===== src/rtl/clk_div_switch.sv =====
// Divided clock generator with a run-time ratio switch that only changes ratio,
// stops or starts at a period boundary, so clkout never shows a runt phase.
module clk_div_switch #(
   parameter int DIV_W   = 8,
   parameter int RST_DIV = 4
) (
   input  logic             clk,
   input  logic             rst,
   input  logic [DIV_W-1:0] div_ratio,
   input  logic             sw_req,
   output logic             sw_busy,
   output logic             sw_done,
   output logic [DIV_W-1:0] cur_ratio,
   output logic             clkout,
   output logic             clk_en
);

   // state  | meaning
   // S_STOP | ratio 0: clkout low, counter frozen; a pending ratio applies on any edge
   // S_RUN  | counting, no ratio change pending
   // S_PEND | counting, pending ratio applies when cnt reaches N-1
   typedef enum logic [1:0] {S_STOP, S_RUN, S_PEND} state_t;

   localparam logic [DIV_W-1:0] RST_RAW = DIV_W'(RST_DIV);
   localparam logic [DIV_W-1:0] RST_N   = (RST_RAW == DIV_W'(1)) ? DIV_W'(2) : RST_RAW;

   function automatic logic [DIV_W-1:0] clamp_ratio(input logic [DIV_W-1:0] r);
      return (r == DIV_W'(1)) ? DIV_W'(2) : r;
   endfunction

   state_t           state_q, state_d;
   logic [DIV_W-1:0] cnt_q, cnt_d;
   logic [DIV_W-1:0] cur_q, cur_d;
   logic [DIV_W-1:0] pend_q, pend_d;
   logic             busy_q, busy_d;
   logic             done_q, done_d;
   logic             clkout_q, clkout_d;
   logic             clk_en_q, clk_en_d;

   logic             last_cnt;
   logic             at_bound;
   logic             accept;
   logic             apply;

   always_comb begin
      state_d  = state_q;
      cnt_d    = cnt_q;
      cur_d    = cur_q;
      pend_d   = pend_q;
      busy_d   = busy_q;
      done_d   = 1'b0;
      last_cnt = (cnt_q == cur_q - DIV_W'(1));
      at_bound = (state_q == S_STOP) || last_cnt;
      accept   = sw_req && !busy_q;
      apply    = busy_q && at_bound;

      if (apply) begin
         cur_d   = pend_q;
         busy_d  = 1'b0;
         done_d  = 1'b1;
         cnt_d   = '0;
         state_d = (pend_q == '0) ? S_STOP : S_RUN;
      end else begin
         unique case (state_q)
            S_STOP: begin
               if (accept) begin
                  pend_d = clamp_ratio(div_ratio);
                  busy_d = 1'b1;
               end
            end
            S_RUN: begin
               cnt_d = last_cnt ? '0 : cnt_q + DIV_W'(1);
               if (accept) begin
                  pend_d  = clamp_ratio(div_ratio);
                  busy_d  = 1'b1;
                  state_d = S_PEND;
               end
            end
            S_PEND: begin
               cnt_d = cnt_q + DIV_W'(1);
            end
            default: state_d = S_STOP;
         endcase
      end

      // Outputs are registered from the next-cycle count so they line up with cnt_q.
      clkout_d = (state_d != S_STOP) && (cnt_d < (cur_d >> 1));
      clk_en_d = (state_d != S_STOP) && (cnt_d == cur_d - DIV_W'(1));
   end

   always_ff @(posedge clk) begin
      if (rst) begin
         state_q  <= (RST_N != '0) ? S_RUN : S_STOP;
         cnt_q    <= (RST_N != '0) ? RST_N - DIV_W'(1) : '0;
         cur_q    <= RST_N;
         pend_q   <= '0;
         busy_q   <= 1'b0;
         done_q   <= 1'b0;
         clkout_q <= 1'b0;
         clk_en_q <= 1'b0;
      end else begin
         state_q  <= state_d;
         cnt_q    <= cnt_d;
         cur_q    <= cur_d;
         pend_q   <= pend_d;
         busy_q   <= busy_d;
         done_q   <= done_d;
         clkout_q <= clkout_d;
         clk_en_q <= clk_en_d;
      end
   end

   assign sw_busy   = busy_q;
   assign sw_done   = done_q;
   assign cur_ratio = cur_q;
   assign clkout    = clkout_q;
   assign clk_en    = clk_en_q;

endmodule


===== config.mk =====
export PLATFORM = sky130hd
export DESIGN_NAME = clk_div_switch
export DESIGN_NICKNAME = d
export VERILOG_FILES = /design/src/rtl/clk_div_switch.sv
export SDC_FILE = /design/constraint.sdc
export NUM_CORES = 1
export LEC_CHECK = 0
export CAP_MARGIN = 25
export CORE_AREA = 2 2 90 71
export CTS_CLUSTER_DIAMETER = 50
export DETAILED_ROUTE_END_ITERATION = 7
export DIE_AREA = 0 0 92 73
export SYNTH_ARGS = -nofsm -noshare
export SYNTH_HDL_FRONTEND = slang
export SYNTH_SLANG_ARGS = --single-unit
export TNS_END_PERCENT = 20

===== constraint.sdc =====
create_clock -name clk -period 4.9 [get_ports clk]
set_clock_uncertainty 0.1 [all_clocks]
set_input_delay 0.98 -clock clk [delete_from_list [all_inputs] [get_ports clk]]
set_output_delay 0.98 -clock clk [all_outputs]
set_load 0.01 [all_outputs]

Yosys cells after proc, flatten, opt, wreduce, memory -nomap -nowiden
Cells that the tools add are included.

Mux-type cells: 10. Shift-type cells: 0. Bitwise gates (word level): 1. Equal/unequal tests: 5. Reduce and logical (&&, ||, !) cells: 14. Div/mod/pow operators: 0. Multiply operators: 0. $lt $le $gt $ge: 1. Add/subtract/negate cells: 3.

Operators by type and width (number): 2-to-1 mux 8 bit (4); equality test 8 bit (2); case mux 8 bit (2 select lines) (1); subtractor 8 x 1 -> 8 bit (second input constant) (2); adder 8 x 1 -> 8 bit (second input constant) (1); equality test 8 x 1 -> 1 bit (second input constant) (1); zero test 8 bit (1); < comparator 8 x 7 -> 1 bit (1); OR reduction 2 bit (3); logical AND 1 bit (4); 2-to-1 mux 2 bit (2); case mux 2 bit (2 select lines) (1); AND reduction 3 bit (1); equality test 2 x 1 -> 1 bit (second input constant) (1); equality test 2 bit (second input constant) (1); zero test 2 bit (1); 2-to-1 mux 1 bit (2); AND reduction 2 bit (1); nonzero test 2 bit (1); zero test 1 bit (1); logical OR 1 bit (1); NOT 1 bit (1).

ROM bits: 0. Bits in latches: 0. Memories kept: 0. Memory bits (writable): 0. Output and inout port bits: 12. Flip-flop bits (word level): 30.

Logic depth before layout (Yosys ltp)
Gate-level depths: netlist of the first run.

Depth in word-level cells: 8. Gate-level depth with buffers: 19.

Worst setup path after synthesis of the first run
OpenSTA, ideal clock, no wires.

Path type: reg2reg. Start point: register cur_q[0] (netlist: cur_ratio[0]). End point: register clk_en_q (netlist: clk_en). Setup slack: 0.840 ns. Stages on the path, launching flop included: 18. Buffers on the path: 3. Data required time: 4.697 ns. Data arrival time: 3.857 ns. Library setup time: 0.103 ns. Period minus slack after synthesis: 4.060 ns. Path through: dfxtp_1 buf_6 or4_1 buf_2 or4_1 a21o_1 a211oi_4 o21ai_4 clkbuf_1 a21boi_0 ha_1 xor2_1 nand3b_1 a21oi_1 a21oi_1 nor2_1 o221ai_1 a2111oi_2.

Word-level cells in the longest chain between the ends: 8. Elaborated cells on any way between the ends: 13. Classes of those cells: add/sub (2); eq/ne (2); mux (5); reduce/logical (4).

RTL lines: start, declared (line 33) `logic [DIV_W-1:0] cur_q, cur_d;`; start signal, assigned (line 104) `cur_q <= cur_d;`; subtractor 8 x 1 -> 8 bit (line 52) `last_cnt = (cnt_q == cur_q - DIV_W'(1));`; equality test 8 bit (line 52); logical OR 1 bit (line 53) `at_bound = (state_q == S_STOP) || last_cnt;`; logical AND 1 bit (line 55) `apply = busy_q && at_bound;`; 2-to-1 mux 8 bit (line 57) `if (apply) begin`; subtractor 8 x 1 -> 8 bit (line 88) `clk_en_d = (state_d != S_STOP) && (cnt_d == cur_d - DIV_W'(1));`; equality test 8 bit (line 88); logical AND 1 bit * (line 88); end signal, assigned (line 109) `clk_en_q <= clk_en_d;`; end, declared (line 38) `logic clk_en_q, clk_en_d;`.

Mark *: on every way between the ends. The rest lies on a longest branch, timed or not. A chain may end at the register's enable or synchronous reset.

Final worst setup path of the first run
Start point: register cur_q[2] (netlist: cur_ratio[2]). End point: register clk_en_q (netlist: clk_en).

The elaborated chain is that of the path after synthesis.

==> results.md, run 1 <==
- Post-DP HPWL: 4.336 mm
- Top_reg_cell synth: dfxtp_1
- Crit Path Category: flop to flop
- Post-route antenna net violation count: 0
- Total Neg Setup Slack: 0 ns
- Clock transition at path regs: 0.07 ns
- Final Power: around 1.5 mW
- Peak Freq: between 200 and 250 MHz
- Number of global-route vias before repair: around 1900
- Fin. Hold Viols: 0
- Vias: a little under 2000
- CTS HTree Levels: 2
- Post-synth ARST share: 0%
- Grt ovf: 0
- Total GRT Usage: 17.70%
- Clock tree buffer depth: 2
- Worst vdd ir: 206.1 uV
- YS warnings: 0
- Layout Area Growth over Synthesis: 17.59%
- Port buffer count: 22
- Mean area per synthesized cell: between 8 and 9 sq um
- Core ar.: 0.005943 sq mm
- Initial core utilization: a little over a third
- Synth Instances: ~260
- Detailed Route Iter0 Violations: 86
- Worst Hold Class: flop to flop
- Setup Fix Bufs, Post-CTS: 0
- Cell Pwr Density: about 590 mW/mm^2
- Leakage: between 0.9 and 1 nW
- Final Cycle Share: between 80 and 90%
- Vias/cell: about 5.5
- TritonCTS sink count: 30
- Largest net degree at the start of global routing: 30
- Io pins: 23
- # rows: 25
- Syn Nets: 285
- Post-CTS sizing: 0
- Final min period: between 4 and 5 ns
- Maximum fanout along the worst path: 16
- RSZ-0062 raised after global routing: false
- Critical Path AT: roughly 4.4 ns
- Iteration count of the initial detailed-routing pass: 4
- # setup viols final: 0
- Fin nets: between 300 and 400
- GP Congestion: ~0.85
- Die Y: 73 microns
- CP Capture Type: flop
- Drt total wl: ~5.6 mm
- Die ar.: roughly 0.0067 sq mm
- Routed wire per std cell: roughly 15 microns
- Die Width: between 90 and 100 microns
- Worst slew pin tran: ~0.6 ns
- Max cap viols: 0
- Layout cells sized above 1: 7.801%
- Final core utilization: 42.65%
- First-pass GRT wire length: roughly 9.3 mm
- Slew HR: between 50% and 60%
- DR DRC count: 0
- # hold bufs at CTS: 0
- Clock root buffer: clkbuf_8
- Post-synth EDFFs: 0
- Ant. Diodes: 0
- Synthesis-stage register bit count: 30
- Post-synthesis sequential area ratio: about 28%
- Skew-Pair Late Insertion Delay: 0.28 ns
- Crit path required time: approximately 5.0 ns
- Status: complete, no violations
- Synth Cell Area: roughly 0.0022 sq mm
- Initial antenna violation count: 0
- Distinct cells, synth: slightly below 60
- CTS tree: done
- CTS Buf Count: 5
- Startpoint types: flop
- Fin. max-slew vios: 0
## flip-flops by register name (all words and copies together) (netlist names)
register and count:
sw_done 1, pend_q 8, state_q 2, cur_ratio 8, sw_busy 1, clk_en 1, cnt_q 8, clkout 1
## placed cells by master, fill, tap and decap left out, types with 4 or more instances in the layout
cell | Yosys | routed
ha_1 | 13 | 13
nand2_1 | 19 | 19
o211ai_1 | 6 | 6
a211oi_1 | 5 | 5
xor2_1 | 11 | 11
dfxtp_1 | 30 | 30
xnor2_1 | 9 | 9
nand4_1 | 4 | 4
clkdlybuf4s50_1 | 0 | 22
o21ai_0 | 6 | 6
inv_1 | 16 | 16
mux2i_1 | 4 | 4
a21o_1 | 4 | 4
nor2_1 | 26 | 26
nand3_1 | 7 | 7
clkbuf_8 | 0 | 6
nor3_1 | 11 | 11
a21oi_1 | 12 | 12
and2_1 | 4 | 4
a31oi_1 | 4 | 4
or3_1 | 4 | 4
## worst max-delay path, stage by stage (launching register included)
cell       delay, ns
dfxtp_1         0.40
or4_1           0.63
or4_1           0.54
a21o_1          0.21
a211oi_4        0.43
o21ai_4         0.22
a21boi_0        0.30
ha_1            0.33
xor2_1          0.16
nand3b_1        0.10
a21oi_1         0.16
a21oi_1         0.06
nor2_1          0.11
o221ai_1        0.14
a2111oi_2       0.28
## synth_stat cells (3+ instances only)
| library cell | count | area share, % |
|---|---|---|
| mux2i_1 | 4 | 1.9 |
| nand2_1 | 19 | 3.3 |
| nor3_1 | 11 | 2.6 |
| clkbuf_1 | 8 | 1.4 |
| inv_1 | 16 | 2.8 |
| or3_1 | 4 | 1.2 |
| a211oi_1 | 5 | 1.7 |
| nor2_1 | 26 | 4.5 |
| a21o_1 | 4 | 1.4 |
| or4_1 | 3 | 1.0 |
| dfxtp_1 | 30 | 28 |
| o211ai_1 | 6 | 2.1 |
| xor2_1 | 11 | 4.5 |
| nand3_1 | 7 | 1.6 |
| a21oi_1 | 12 | 2.8 |
| and2_1 | 4 | 1.2 |
| ha_1 | 13 | 7.5 |
| a31oi_1 | 4 | 1.2 |
| or2_2 | 3 | 0.87 |
| o21ai_0 | 6 | 1.4 |
| buf_2 | 3 | 0.70 |
| xnor2_1 | 9 | 3.7 |
| nand3b_1 | 3 | 1.0 |
| nand4_1 | 4 | 1.2 |
| nor4_1 | 3 | 0.87 |
## through the flow
step	setup WS (ns)	instances	cell area, sq um	hold WS, ns
CTS	0.6337	363	2535	0.3826
global route	0.3324	363	2535	0.4107
global placement	0.7762	355	2444	0.3701
detailed placement	0.6464	355	2444	0.3730
floorplan	0.8398	261	2156	0.3468
finish	0.6311	363	2535	0.3772
## logic make-up (layout without fill, tap and decap cells)
family / count (synthesis) / after routing / share of synthesized area [%]
muxes: 7 / 7 / 3.657
DFF: 30 / 30 / 27.86
adders and majority gates: 13 / 13 / 7.545
and+or+nand+nor: 96 / 96 / 22.52
AOI/OAI and AO/OA: 65 / 65 / 22.75
xor gates and xnor gates: 22 / 22 / 10.27
buffers and inverters: 28 / 49 / 5.397
## final timing paths
path / startpoint / endpoint / slack, ns / cells after the start
setup / recovery: cur_ratio[2]$_SDFF_PP1_ / clk_en$_SDFF_PP0_ / 0.63 / 14
hold / removal: pend_q[4]$_SDFFE_PP0P_ / pend_q[4]$_SDFFE_PP0P_ / 0.38 / 2
setup reg to reg: cur_ratio[2]$_SDFF_PP1_ / clk_en$_SDFF_PP0_ / 0.63 / 14
hold reg to reg: pend_q[4]$_SDFFE_PP0P_ / pend_q[4]$_SDFFE_PP0P_ / 0.38 / 2
## power breakdown
group / total [mW] / switching (mW) / internal (mW)
clock: 0.210 / 0.0969 / 0.113
sequential: 0.368 / 0.0737 / 0.294
combinational: 0.919 / 0.537 / 0.382
## final cells by class
type	count	area, sq um
clock buffers	7	86.33
well taps	81	101.3
multi-input cells	203	1439
repair buffers	25	242.7
inverters	16	60.06
fillers	629	3408
clock inverters	1	5.005
flip-flops and latches	30	600.6
## metal layers
metal | part of all wire, % | global-route usage, % | up-vias
li1 | - | - | 986
met1 | 51 | 26.29 | 927
met2 | 42 | 26.47 | 58
met3 | 5.4 | 3.202 | 9
met4 | 1.3 | 4.643 | 0
met5 | 0 | 0 | -
(Power assumes the default switching activity.)
==> run 2: changes to the inputs <==
--- a/config.mk
+++ b/config.mk
@@ -10,6 +10,7 @@
 export CTS_CLUSTER_DIAMETER = 50
 export DETAILED_ROUTE_END_ITERATION = 7
 export DIE_AREA = 0 0 92 73
+export SETUP_SLACK_MARGIN = 0.05
 export SYNTH_ARGS = -nofsm -noshare
 export SYNTH_HDL_FRONTEND = slang
 export SYNTH_SLANG_ARGS = --single-unit
==> results of run 2 <==
No change in the layout: final DEF, timing and power equal those of run 1.
